### src/rtl/conv2_psum_accum.sv
// -----------------------------------------------------------------------------
// conv2_psum_accum
//
// Output-side accumulation stage for convolution layer 2. One conv2 PE column
// delivers a 14-bit signed partial sum per input channel. This block sums
// IN_CH of them per output pixel, adds a per-pixel bias, optionally applies
// ReLU, and then rounds, shifts and saturates the result to 8 bits. The 8-bit
// result is presented to the ofmap writer over a valid/ready handshake.
//
// Build option:
//   CONV2_PSUM_RELU_EN  defined   -> ReLU on, out_data unsigned, range [0, 255]
//                       undefined -> no ReLU, out_data signed, range [-128, 127]
//
// Parameters:
//   IN_CH  psums (input channels) per output pixel, >= 1
//   ACC_W  accumulator width, >= 14 + clog2(IN_CH) + 1
//   SHIFT  requantization right shift, >= 1
//
// Ports:
//   clk         PE clock, single clock domain
//   rst         synchronous active-high reset
//   psum_in     signed psum from the PE column
//   psum_valid  psum_in is valid
//   psum_ready  block accepts a psum this cycle (pure state decode)
//   bias_in     signed bias at accumulator scale, sampled on a pixel's 1st beat
//   out_data    quantized 8-bit result
//   out_valid   out_data is valid
//   out_ready   consumer accepts out_data
//   busy        high whenever a pixel is partially accumulated or in flight
// -----------------------------------------------------------------------------
module conv2_psum_accum #(
  parameter int IN_CH = 4,
  parameter int ACC_W = 20,
  parameter int SHIFT = 2
) (
  input  logic               clk,
  input  logic               rst,
  input  logic signed [13:0] psum_in,
  input  logic               psum_valid,
  output logic               psum_ready,
  input  logic signed [15:0] bias_in,
  output logic [7:0]         out_data,
  output logic               out_valid,
  input  logic               out_ready,
  output logic               busy
);

  // ---------------------------------------------------------------------------
  // Derived sizes and constants
  // ---------------------------------------------------------------------------
  localparam int CNT_W = (IN_CH > 1) ? $clog2(IN_CH) : 1;
  // acc + bias needs one extra bit; the rounding add gets one more so that
  // adding the half-LSB can never overflow the sum.
  localparam int SUM_W = ACC_W + 1;
  localparam int RND_W = ACC_W + 2;

  localparam logic [CNT_W-1:0]        LAST_CNT   = CNT_W'(IN_CH - 1);
  localparam logic signed [RND_W-1:0] ROUND_HALF = RND_W'(2 ** (SHIFT - 1));

`ifdef CONV2_PSUM_RELU_EN
  localparam logic signed [RND_W-1:0] SAT_HI = RND_W'(255);
`else
  localparam logic signed [RND_W-1:0] SAT_HI = RND_W'(127);
  localparam logic signed [RND_W-1:0] SAT_LO = -RND_W'(128);
`endif

  // ---------------------------------------------------------------------------
  // Elaboration-time parameter checks
  // ---------------------------------------------------------------------------
  if (IN_CH < 1) begin : g_bad_in_ch
    $error("conv2_psum_accum: IN_CH must be at least 1");
  end
  if (ACC_W < 14 + $clog2(IN_CH) + 1) begin : g_bad_acc_w
    $error("conv2_psum_accum: ACC_W too small for IN_CH psums of 14 bits");
  end
  if (SHIFT < 1) begin : g_bad_shift
    $error("conv2_psum_accum: SHIFT must be at least 1");
  end

  // ---------------------------------------------------------------------------
  // State
  // ---------------------------------------------------------------------------
  typedef enum logic [1:0] {
    ST_ACCUM = 2'd0,
    ST_POST  = 2'd1,
    ST_OUT   = 2'd2
  } state_e;

  state_e                  r_state;
  logic [CNT_W-1:0]        r_cnt;
  logic signed [ACC_W-1:0] r_acc;
  logic signed [15:0]      r_bias;
  logic [7:0]              r_out_data;
  logic                    r_out_valid;

  // ---------------------------------------------------------------------------
  // Datapath
  // ---------------------------------------------------------------------------
  logic                    w_beat;
  logic signed [ACC_W-1:0] w_psum_ext;
  logic signed [SUM_W-1:0] w_sum;
  logic signed [SUM_W-1:0] w_sum_act;
  logic signed [RND_W-1:0] w_rnd_add;
  logic signed [RND_W-1:0] w_rnd;
  logic [7:0]              w_sat;

  // psum_ready comes only from the state register, so a beat never depends
  // combinationally on the downstream out_ready.
  assign psum_ready = (r_state == ST_ACCUM);
  assign busy       = (r_state != ST_ACCUM) || (r_cnt != '0);
  assign out_data   = r_out_data;
  assign out_valid  = r_out_valid;

  assign w_beat     = psum_valid && psum_ready;

  // Signed casts to a wider size sign-extend.
  assign w_psum_ext = ACC_W'(psum_in);
  assign w_sum      = SUM_W'(r_acc) + SUM_W'(r_bias);

`ifdef CONV2_PSUM_RELU_EN
  assign w_sum_act  = w_sum[SUM_W-1] ? '0 : w_sum;
`else
  assign w_sum_act  = w_sum;
`endif

  // Round half up, then arithmetic shift (floor) to the output scale.
  assign w_rnd_add  = RND_W'(w_sum_act) + ROUND_HALF;
  assign w_rnd      = w_rnd_add >>> SHIFT;

  always_comb begin
    // NOTE: assign a default first so every path drives w_sat; a branch that
    // left it unassigned would infer a latch.
    w_sat = w_rnd[7:0];
`ifdef CONV2_PSUM_RELU_EN
    // ReLU already removed negatives, only the upper bound can be exceeded.
    if (w_rnd > SAT_HI) begin
      w_sat = 8'hFF;
    end
`else
    if (w_rnd > SAT_HI) begin
      w_sat = 8'h7F;
    end else if (w_rnd < SAT_LO) begin
      w_sat = 8'h80;
    end
`endif
  end

  // ---------------------------------------------------------------------------
  // Control FSM with registered outputs
  // ---------------------------------------------------------------------------
  // NOTE: sequential state is written with non-blocking assignments so every
  // register samples its inputs from before the clock edge.
  always_ff @(posedge clk) begin
    if (rst) begin
      r_state     <= ST_ACCUM;
      r_cnt       <= '0;
      r_acc       <= '0;
      r_bias      <= '0;
      r_out_data  <= '0;
      r_out_valid <= 1'b0;
    end else begin
      case (r_state)
        ST_ACCUM: begin
          if (w_beat) begin
            // The first beat of a pixel restarts the sum and captures the
            // bias, so nothing from the previous pixel can leak in.
            if (r_cnt == '0) begin
              r_acc  <= w_psum_ext;
              r_bias <= bias_in;
            end else begin
              r_acc  <= r_acc + w_psum_ext;
            end

            if (r_cnt == LAST_CNT) begin
              r_cnt   <= '0;
              r_state <= ST_POST;
            end else begin
              r_cnt   <= r_cnt + CNT_W'(1);
            end
          end
        end

        ST_POST: begin
          r_out_data  <= w_sat;
          r_out_valid <= 1'b1;
          r_state     <= ST_OUT;
        end

        ST_OUT: begin
          if (out_ready) begin
            r_out_valid <= 1'b0;
            r_acc       <= '0;
            r_state     <= ST_ACCUM;
          end
        end

        default: begin
          r_state <= ST_ACCUM;
        end
      endcase
    end
  end

endmodule

### config.mk
export PLATFORM = sky130hd
export DESIGN_NAME = conv2_psum_accum
export DESIGN_NICKNAME = d
export VERILOG_FILES = /design/src/rtl/conv2_psum_accum.sv
export SDC_FILE = /design/constraint.sdc
export NUM_CORES = 1
export LEC_CHECK = 0
export BUFFER_PORTS_ARGS = -buffer_cell sky130_fd_sc_hd__buf_2
export CORE_AREA = 2 2 122 124
export CTS_CLUSTER_DIAMETER = 100
export CTS_CLUSTER_SIZE = 25
export DETAILED_ROUTE_END_ITERATION = 7
export DIE_AREA = 0 0 124 126
export HOLD_SLACK_MARGIN = 0.05
export PLACE_DENSITY = 0.55
export SETUP_SLACK_MARGIN = 0.5
export SLEW_MARGIN = 20
export SYNTH_ARGS = -nofsm -noshare
export SYNTH_HDL_FRONTEND = slang
export SYNTH_SLANG_ARGS = --single-unit
### constraint.sdc
create_clock -name clk -period 11 [get_ports clk]
set_clock_uncertainty 0.15 [all_clocks]
set_input_delay 0.55 -clock clk [delete_from_list [all_inputs] [get_ports clk]]
set_output_delay 0.55 -clock clk [all_outputs]
set_load 0.005 [all_outputs]
==> results.yml, run 1 <==
outcome:
  outcome: "complete, no violations"
cts:
  post-cts-setup-buffers: 0
  cts_tree: "yes"
  cts_sinks: 49
  post_cts_resized: 0
  cts_max_level: 2
  clk_pin_slew_worst_paths_ns: 0.08
  ctsLongestPathBuffers: 2
  numCtsBuffers: 5
  cts_root_buf: "clkbuf_16"
  clk_latency_ns: 0.31
  cts_hold_buf: 0
synthesis:
  synth_edf_count: 0
  synth_seq_cells: 49
  syn-instance-count: 534
  syn_area_sq_um: 4180
  synth_nets: 629
  async_reset_ff_share_pct: 0
  ys.flop_type: "dfxtp_1"
  synth.distinct_cells: 61
  ys_warn_count: 0
  syn_area_per_cell_sq_um: 7.84
  yosysSeqAreaShare_pct: 23.4
die:
  die_area_sq_um: 15600
  dieWidth_um: 124
  pin_count: 45
  rows: 44
  start_util_pct: 29.2
  die_y_um: 126
  core_area_sq_um: 14300
detailed_routing:
  drt_first_pass_iters: 5
  route.detailed.drc: 0
  vias: 4002
  drtIter0Drc: 245
  drtAntennaViolNets: 0
  finalWirelength_mm: 11.3
  vias_per_cell: 5.29
  wire_per_inst_um: 14.9
grt:
  grt-busiest-layer: "met2"
  antenna_found_initial: 0
  grt_pass1_vias: 3814
  grt_pass1_wl_mm: 18.8
  grt_use_met1_pct: 20.3
  met3_usage_pct: 3.40
  grt.overflow.total: 0
  grt_usage_pct: 15.3
  use_met2_pct: 25.2
  grt_max_degree: 62
worst_setup_path:
  cp_slowest_cell: "or4b_4"
  worstPathCellList: "inv_1 -> ha_1 -> nand3b_1 -> fa_1 -> nand2b_1 -> a211oi_2 -> o2111ai_1 -> a21oi_1 -> xor2_1 -> or4_1 -> or4b_4 -> o31ai_4 -> o32ai_1"
  regToRegSetupSlack_ns: 6.69
  critPathBufInv: 1
  path_delay_family: "simple AND/OR/NAND/NOR gates"
  r2r-end: "out_data[6]"
  startpoint_type: "flip-flop"
  worst-setup-path-type: "flip-flop to flip-flop"
  r2r-start: "r_acc[1]"
  worstPathArrival_ns: 4.31
  cp_max_fo: 7
  worstRegToRegCells: 13
  worstSetupEndpointType: "flip-flop"
  slowest_delay_ns: 0.56
  crit_required_ns: 11.00
timing:
  max_slew_margin_pct: 52.2
  tns_ns: 0
  fin_ws_ns: 6.69
  final-setup-viol-count: 0
  timing.final.crit_share_pct: 39.2
  min_period_ns: 4.31
  finalMaxSlewViolations: 0
  worstMarginPinSlew_ns: 0.708
  max_freq_mhz: 232
  hold_viol: 0
  rsz0062_at_grt: "false"
  fin_hold_ws_ns: 0.312
cells_and_area:
  fillers: 1529
  drive_above_1_share_pct: 11.4
  fin_cells: 756
  num-nets-final: 666
  seqCellArea_sq_um: 981
  multiInputGateArea_sq_um: 3050
  area_growth_pct: 14.1
  antenna_cells: 0
pwr:
  finalPower_mw: 0.575
  power_leakage_nw: 2.17
  max-vdd-ir-drop_uv: 54.2
  cellPowerDensity_nw_per_um2: 120
placed_design:
  place_ws_ns: 6.71
  place.port_buffers: 44
  hpwl_mm: 8.67
  gp_congestion: 0.885
  dp.cells: 748
worst_hold_path:
  min_path_type: "flip-flop to flip-flop"
  min_to: "r_bias[7]"
  hold_start: "r_bias[7]"
  whs_path_depth: 2
flow_run:
  max_cap_violations: 0
==> flip-flops by register name (all words and copies together), names as in the netlist <==
name and flops:
r_bias 16, r_state 2, out_data 8, r_acc 20
out_valid 1, r_cnt 2
==> stage by stage <==
| stage | utilization (%) | instance area (sq um) |
|---|---|---|
| finish | 33.3 | 4770 |
| floorplan | - | 4180 |
| CTS | 33.3 | 4770 |
| detailed placement | 32.1 | 4600 |
| global route | 33.3 | 4770 |
| global placement | 32.1 | 4600 |
==> routing by layer <==
metal | share of wire (%) | wire, um | up-vias
met4 | 1.5 | 174 | 0
met2 | 46 | 5230 | 78
met3 | 4.8 | 538 | 14
met1 | 47 | 5340 | 1869
li1 | - | - | 2041
met5 | 0 | 0 | -
==> cells in the mapped netlist, types with 2 or more instances <==
cell type | number | area (sq um)
inv_1 | 22 | 82.6
a21boi_0 | 2 | 15.0
nand4_1 | 4 | 25.0
nand2_1 | 65 | 244
a2111oi_0 | 2 | 17.5
a32oi_1 | 2 | 17.5
xnor2_1 | 16 | 140
nand3_1 | 7 | 35.0
ha_1 | 59 | 738
nor3_1 | 18 | 90.1
o21ai_1 | 5 | 25.0
mux2i_1 | 3 | 30.0
nand2b_1 | 10 | 62.6
a211oi_1 | 7 | 52.6
o21bai_1 | 2 | 15.0
xor2_1 | 9 | 78.8
nor2b_1 | 5 | 31.3
a21o_1 | 14 | 105
and2_1 | 3 | 18.8
nor4_1 | 5 | 31.3
o211ai_1 | 2 | 15.0
o21a_1 | 3 | 22.5
o31ai_1 | 2 | 15.0
o32ai_1 | 7 | 61.3
nor4b_1 | 2 | 17.5
o2111ai_1 | 6 | 52.6
a222oi_1 | 2 | 20.0
a22oi_1 | 11 | 82.6
or4_1 | 2 | 15.0
and3_1 | 6 | 37.5
o21ai_0 | 20 | 100
fa_1 | 2 | 40.0
a31oi_1 | 2 | 12.5
a2111o_1 | 2 | 22.5
buf_1 | 2 | 7.51
or3_1 | 12 | 75.1
dfxtp_1 | 49 | 981
a21oi_1 | 55 | 275
clkbuf_1 | 16 | 60.1
nor2_1 | 49 | 184
nor3b_1 | 2 | 15.0
==> worst min-delay path: cells and delay by family (launching register included) <==
kind / cells / cell delay (ns)
DFF: 1 / 0.31
AOI/OAI and AO/OA: 1 / 0.05
and+or+nand+nor: 1 / 0.05
==> area by class of cell <==
class	instances	share of cell area (%)
Multi-Input combinational cell	444	63.9
Sequential cell	49	20.6
Timing Repair Buffer	49	5.40
Tap cell	184	4.82
Clock buffer	5	2.62
Inverter	22	1.73
Clock inverter	3	1.02
==> logic make-up (layout without fill, tap and decap cells) <==
logic type | count (synthesis) | in the layout | synth area share [%]
flip-flops | 49 | 49 | 23.4
AND/OR/NAND/NOR | 196 | 196 | 22.4
buffers and inverters | 41 | 79 | 3.71
XOR/XNOR | 26 | 26 | 5.89
adder cells (fa/ha/maj) | 61 | 61 | 18.6
multiplexers | 3 | 3 | 0.718
AO/OA/AOI/OAI | 158 | 158 | 25.3
==> cells in the final DEF (no fill, tap or decap), types with 6 or more instances in the layout <==
master,instances
dfxtp_1,49
buf_2,44
o32ai_1,7
o21ai_0,20
or3_1,12
xnor2_1,16
a211oi_1,7
nor2_1,49
nor3_1,18
and3_1,6
o2111ai_1,6
nand2_1,65
nand3_1,7
nand2b_1,10
a21oi_1,55
a21o_1,14
inv_1,22
ha_1,59
a22oi_1,11
xor2_1,9
==> where the power goes <==
part	internal [mW]	switching, mW	total, mW	leakage [nW]
Combinational	0.0770	0.107	0.184	1.68
Sequential	0.189	0.0121	0.202	0.401
Clock	0.109	0.0803	0.189	0.0819
==> how the worst max path moves through the flow <==
| stage | start | endpoint | slack [ns] | depth (start not counted) |
|---|---|---|---|---|
| floorplan | r_acc[1] | out_data[0] | 7.13 | 13 |
| global placement | r_acc[1] | out_data[6] | 6.82 | 13 |
| detailed placement | r_acc[1] | out_data[6] | 6.71 | 13 |
| CTS | r_acc[1] | out_data[6] | 6.65 | 13 |
| global route | r_acc[1] | out_data[6] | 6.32 | 13 |
| finish | r_acc[1] | out_data[6] | 6.69 | 13 |
Note: power is estimated with default switching activity, not from simulation.
==> run 2: changes to the inputs <==
--- a/config.mk
+++ b/config.mk
@@ -12,7 +12,7 @@
 export DETAILED_ROUTE_END_ITERATION = 7
 export DIE_AREA = 0 0 124 126
 export HOLD_SLACK_MARGIN = 0.05
-export PLACE_DENSITY = 0.55
+export PLACE_DENSITY = 0.56
 export SETUP_SLACK_MARGIN = 0.5
 export SLEW_MARGIN = 20
 export SYNTH_ARGS = -nofsm -noshare
==> constraint.sdc (replaced) <==
create_clock -name clk -period 3.5 [get_ports clk]
set_clock_uncertainty 0.15 [all_clocks]
set_input_delay 0.175 -clock clk [delete_from_list [all_inputs] [get_ports clk]]
set_output_delay 0.175 -clock clk [all_outputs]
set_load 0.005 [all_outputs]
==> run 2 against run 1 <==
Net effect:
- the run now ends with setup timing left
- worst hold slack got worse by 0.24 ns
- fmax increased by 11%
- global-route usage increased by 1.0 points
- first-iteration DRC count increased by 13%
- wire length increased by 10%
- critical path type unchanged
==> results.yml, run 2 (synthesis results as in run 1) <==
outcome:
  outcome: "finished, violations left"
  violations: "setup timing"
detailed_routing:
  vias_per_cell: 5.13
  finalWirelength_mm: 12.4
  wire_per_inst_um: 14.7
  drt_first_pass_iters: 4
  drtAntennaViolNets: 0
  vias: 4337
  route.detailed.drc: 0
  drtIter0Drc: 278
placed_design:
  place_area_sq_um: 5150
  gp_congestion: 0.870
  hpwl_mm: 9.57
  place_ws_ns: -0.465
  place.port_buffers: 44
  dp.cells: 814
timing:
  fin_ws_ns: -0.376
  final-setup-viol-count: 7
  timing.final.crit_share_pct: 111
  rsz0062_at_grt: "true"
  fin_hold_ws_ns: 0.0752
  finalMaxSlewViolations: 0
  max_slew_margin_pct: 55.0
  min_period_ns: 3.88
  hold_viol: 0
  max_freq_mhz: 258
  worstMarginPinSlew_ns: 0.667
worst_setup_path:
  worstPathArrival_ns: 3.88
  regToRegSetupSlack_ns: -0.38
  r2r-start: "r_acc[1]"
  worst-setup-path-type: "flip-flop to flip-flop"
  critPathLaunch: "r_acc[1]"
  cp_max_fo: 7
  crit_required_ns: 3.50
  r2r-end: "out_data[3]"
  startpoint_type: "flip-flop"
  worstRegToRegCells: 14
  worstSetupEndpointType: "flip-flop"
cts:
  ctsLongestPathBuffers: 2
  cts_max_level: 2
  cts_tree: "yes"
  clk_latency_ns: 0.30
  clk_pin_slew_worst_paths_ns: 0.07
  numCtsBuffers: 5
  cts_root_buf: "clkbuf_16"
  cts_sinks: 49
cells_and_area:
  final_common_cell: "buf_4"
  area_growth_pct: 35.2
  regMostFlops: "r_acc"
  drive_above_1_share_pct: 25.5
  num-nets-final: 757
  mostFrequentLayoutCells: "buf_4, nand2_1, ha_1"
  fillers: 1498
  antenna_cells: 0
  largest_register_ffs: 20
  design_area_sq_um: 5660
  fin_cells: 846
die:
  dieWidth_um: 124
  start_util_pct: 29.2
  die_y_um: 126
  core_area_sq_um: 14300
  die_area_sq_um: 15600
  rows: 44
  pin_count: 45
worst_hold_path:
  whs_path_depth: 3
  min_path_type: "input pin to flip-flop"
  min_to: "r_acc[7]"
  hold_start: "psum_in[7]"
grt:
  grt.overflow.total: 0
  grt_max_degree: 34
  grt_pass1_wl_mm: 20.4
  antenna_found_initial: 0
  grt_pass1_vias: 4278
  grt_usage_pct: 16.3
pwr:
  max-vdd-ir-drop_uv: 290
  power_leakage_nw: 2.61
  cellPowerDensity_nw_per_um2: 332
flow_run:
  max_cap_violations: 0
-- run 2: how the worst max path moves through the flow --
| stage | slack [ns] | to |
|---|---|---|
| final | -0.38 | out_data[3] |
| after CTS | -0.30 | out_data[2] |
| after global placement | -0.40 | out_data[3] |
| after global routing | -0.52 | out_data[4] |
| after detailed placement | -0.47 | out_data[2] |
| after floorplan | -0.21 | out_data[3] |
-- run 2: power breakdown --
part	internal, mW	total [mW]	switching, mW
Sequential	0.597	0.625	0.0284
Combinational	0.347	0.741	0.394
Clock	0.281	0.512	0.231
Total	1.22	1.88	0.653
-- run 2: critical path, stage by stage (launching register included) --
cell and delay (ns):
dfxtp_2 0.33, inv_2 0.05, ha_4 0.23, nand3b_1 0.17, fa_2 0.35, nand2b_4 0.16, a211oi_4 0.38, o2111ai_2 0.17
a21oi_2 0.18, xor2_1 0.10, or4_1 0.50, or4b_4 0.51, o31ai_4 0.19, buf_6 0.16, o32ai_1 0.08
-- run 2: metrics by stage --
| stage | power, mW | setup TNS [ns] | utilization, % |
|---|---|---|---|
| 2_1_floorplan | 1.08 | -1.39 | - |
| 3_3_place_gp | 1.30 | -2.69 | 36.0 |
| 3_5_place_dp | 1.32 | -3.10 | 36.0 |
| 4_1_cts | 1.86 | -2.02 | 38.8 |
| 5_1_grt | 2.00 | -3.57 | 39.5 |
| 6_report | 1.88 | -2.58 | 39.5 |
-- run 2: timing repair --
| item | CTS | global route |
|---|---|---|
| endpoints found under the hold margin | 18 | 0 |
| resized for setup | 7 | 23 |
| pin swaps | 8 | 8 |
| endpoints found under the setup margin | 9 | 14 |
| setup buffers | 4 | 3 |
| hold buffers | 18 | 0 |
-- run 2: area by class of cell --
type                    count  area [sq um]  area share (%)
repair buffers            140           993            17.6
clock inverters             1          7.51           0.133
flip-flops and latches     49           987            17.5
multi-input cells         444          3220            56.9
clock buffers               6           139            2.46
inverters                  22          82.6            1.46
well taps                 184           230            4.07
-- run 2: metal layers --
| metal | vias to the layer above | GRT usage, % | wire, um |
|---|---|---|---|
| met2 | 65 | 27.7 | 6090 |
| met3 | 13 | 2.26 | 388 |
| met1 | 2041 | 21.9 | 5730 |
| met5 | - | 0 | 0 |
| li1 | 2218 | - | - |
| met4 | 0 | 3.30 | 193 |
==> run 3: changes to the inputs <==
--- a/config.mk
+++ b/config.mk
@@ -5,12 +5,13 @@
 export SDC_FILE = /design/constraint.sdc
 export NUM_CORES = 1
 export LEC_CHECK = 0
+export ABC_AREA = 1
 export BUFFER_PORTS_ARGS = -buffer_cell sky130_fd_sc_hd__buf_2
-export CORE_AREA = 2 2 122 124
+export CORE_AREA = 2 2 129 131
 export CTS_CLUSTER_DIAMETER = 100
 export CTS_CLUSTER_SIZE = 25
 export DETAILED_ROUTE_END_ITERATION = 7
-export DIE_AREA = 0 0 124 126
+export DIE_AREA = 0 0 131 133
 export HOLD_SLACK_MARGIN = 0.05
 export PLACE_DENSITY = 0.56
 export SETUP_SLACK_MARGIN = 0.5
==> run 3 against run 2 <==
Net effect:
- the flow now finishes without violations
- non-clock buffer count decreased by 73
- worst hold slack improved by 0.0035 ns
- flip-flop and latch count unchanged
- via count increased by 10%
- critical path depth decreased by 2
- critical endpoint is now out_data[1]
- highest routed layer unchanged
==> results.yml, run 3 <==
outcome:
  outcome: "complete, no violations"
timing:
  fin_ws_ns: 0.724
  max_slew_margin_pct: 58.6
  hold_viol: 0
  tns_ns: 0
  final-setup-viol-count: 0
  min_period_ns: 2.78
  timing.final.crit_share_pct: 79.3
  finalMaxSlewViolations: 0
  rsz0062_at_grt: "false"
  max_freq_mhz: 360
  worstMarginPinSlew_ns: 0.618
detailed_routing:
  drtAntennaViolNets: 0
  drtIter0Drc: 191
  vias: 4785
  wire_per_inst_um: 13.0
  route.detailed.drc: 0
  vias_per_cell: 4.64
  finalWirelength_mm: 13.4
  drt_first_pass_iters: 5
placed_design:
  dp.cells: 1008
  hpwl_mm: 10.8
  place.port_buffers: 44
  gp_congestion: 0.861
  place_ws_ns: 0.516
worst_setup_path:
  crit_required_ns: 3.54
  worstPathCellList: "ha_1 -> ha_1 -> a21oi_1 -> o21ai_0 -> a21oi_2 -> nand2_1 -> nand2_1 -> nand3_1 -> o21ai_2 -> inv_1 -> a21oi_4 -> a21oi_1"
  cp_max_fo: 7
  worstSetupEndpointType: "flip-flop"
  slowest_delay_ns: 0.44
  startpoint_type: "flip-flop"
  regToRegSetupSlack_ns: 0.72
  worst-setup-path-type: "flip-flop to flip-flop"
  worstPathArrival_ns: 2.81
  cp_slowest_cell: "dfxtp_1"
cells_and_area:
  num-nets-final: 907
  antenna_cells: 0
  largest_register_ffs: 20
  drive_above_1_share_pct: 14.2
  mostFrequentLayoutCells: "nand2_1, inv_1, nor2_1"
  area_growth_pct: 17.6
  final_common_cell: "nand2_1"
  fillers: 1813
  fin_cells: 1032
  regMostFlops: "r_acc"
cts:
  cts_sinks: 49
  clk_latency_ns: 0.31
  ctsLongestPathBuffers: 2
  cts_tree: "yes"
  cts_root_buf: "clkbuf_16"
  cts_max_level: 2
  clk_pin_slew_worst_paths_ns: 0.07
  numCtsBuffers: 5
die:
  pin_count: 45
  die_area_sq_um: 17400
  rows: 47
  dieWidth_um: 131
  die_y_um: 133
  core_area_sq_um: 16200
  start_util_pct: 29.3
worst_hold_path:
  min_path_type: "input pin to flip-flop"
synthesis:
  synth_seq_cells: 49
  synth_top_area_share_pct: 20.7
  synth.distinct_cells: 42
  ys_warn_count: 0
  yosysMostFrequentCell: "nand2_1"
  ys.flop_type: "dfxtp_1"
  syn_area_sq_um: 4740
  syn_area_per_cell_sq_um: 6.29
  syn-instance-count: 753
  yosysSeqAreaShare_pct: 20.7
  synth_largest_area_cell: "dfxtp_1"
  synth_nets: 848
  synth_edf_count: 0
  yosys-top-cells-area: "dfxtp_1, nand2_1, ha_1"
  ys_top_cells_by_count: "nand2_1, inv_1, nor2_1, a21oi_1, ha_1"
  async_reset_ff_share_pct: 0
grt:
  grt_pass1_wl_mm: 22.3
  grt_usage_pct: 16.1
  grt_max_degree: 41
  grt.overflow.total: 0
  grt_pass1_vias: 4491
  antenna_found_initial: 0
pwr:
  power_leakage_nw: 2.78
  max-vdd-ir-drop_uv: 223
  cellPowerDensity_nw_per_um2: 341
flow_run:
  max_cap_violations: 0
-- run 3: cell count changes after synthesis, moves of 17 or more --
cell     before  now
nand2_1      65  202
a21oi_1      55   72
inv_1        22   93
nor2_1       49   76
o21ai_0      20   37
nand3_1       7   52
-- run 3: worst max-delay path: cells and delay by family (launching register included) --
| family | cells | cell delay (ns) |
|---|---|---|
| flops | 1 | 0.44 |
| simple gates | 3 | 0.25 |
| buf+inv | 1 | 0.12 |
| compound gates | 6 | 1.01 |
| fa+ha+maj | 2 | 0.68 |
-- run 3: cell families after synthesis --
| logic type | share of synthesized area (%) |
|---|---|
| AO/OA/AOI/OAI | 16.5 |
| XOR/XNOR | 3.14 |
| adder cells (fa/ha/maj) | 16.4 |
| buffers and inverters | 9.03 |
| flip-flops | 20.7 |
| AND/OR/NAND/NOR | 34.2 |
-- run 3: stage by stage --
| stage | util (%) | power (mW) | hold slack [ns] | cell area (sq um) |
|---|---|---|---|---|
| 2_1_floorplan | - | 1.18 | 0.190 | 4740 |
| 3_3_place_gp | 32.3 | 1.37 | 0.298 | 5220 |
| 3_5_place_dp | 32.3 | 1.37 | 0.303 | 5220 |
| 4_1_cts | 34.2 | 1.91 | 0.0746 | 5520 |
| 5_1_grt | 34.5 | 2.06 | 0.116 | 5570 |
| 6_report | 34.5 | 1.90 | 0.0787 | 5570 |
-- run 3: final timing paths --
kind,startpoint,end,depth (start not counted)
max,r_bias[15],out_data[1],12
max reg2reg,r_bias[15],out_data[1],12
min reg2reg,r_bias[0],r_bias[0],2
min,psum_in[7],r_acc[7],3
-- run 3: metal layers --
layer | up-vias | track usage, % | share of wire [%]
met4 | 0 | 3.37 | 0.93
met2 | 63 | 26.5 | 46
li1 | 2584 | - | -
met1 | 2132 | 22.2 | 50
met3 | 6 | 2.39 | 2.9
met5 | - | 0 | 0
-- run 3: cell type report --
cell class | instances | area (sq um) | area share [%]
multi-input cells | 591 | 3370 | 60.5
flip-flops and latches | 49 | 985 | 17.7
repair buffers | 67 | 433 | 7.77
inverters | 98 | 368 | 6.60
well taps | 220 | 275 | 4.94
clock buffers | 5 | 125 | 2.24
clock inverters | 2 | 13.8 | 0.247
-- run 3: timing repair --
action | CTS | global route
hold buffers | 16 | 0
endpoints found under the hold margin | 16 | 0
resized for setup | 1 | 16
pin swaps | 2 | 3
setup endpoints to repair | 2 | 7
setup buffers | 0 | 1
-- run 3: report_power, final --
group	switching (mW)	total, mW	internal [mW]
Sequential	0.0401	0.640	0.600
Combinational	0.464	0.751	0.287
Clock	0.247	0.510	0.264
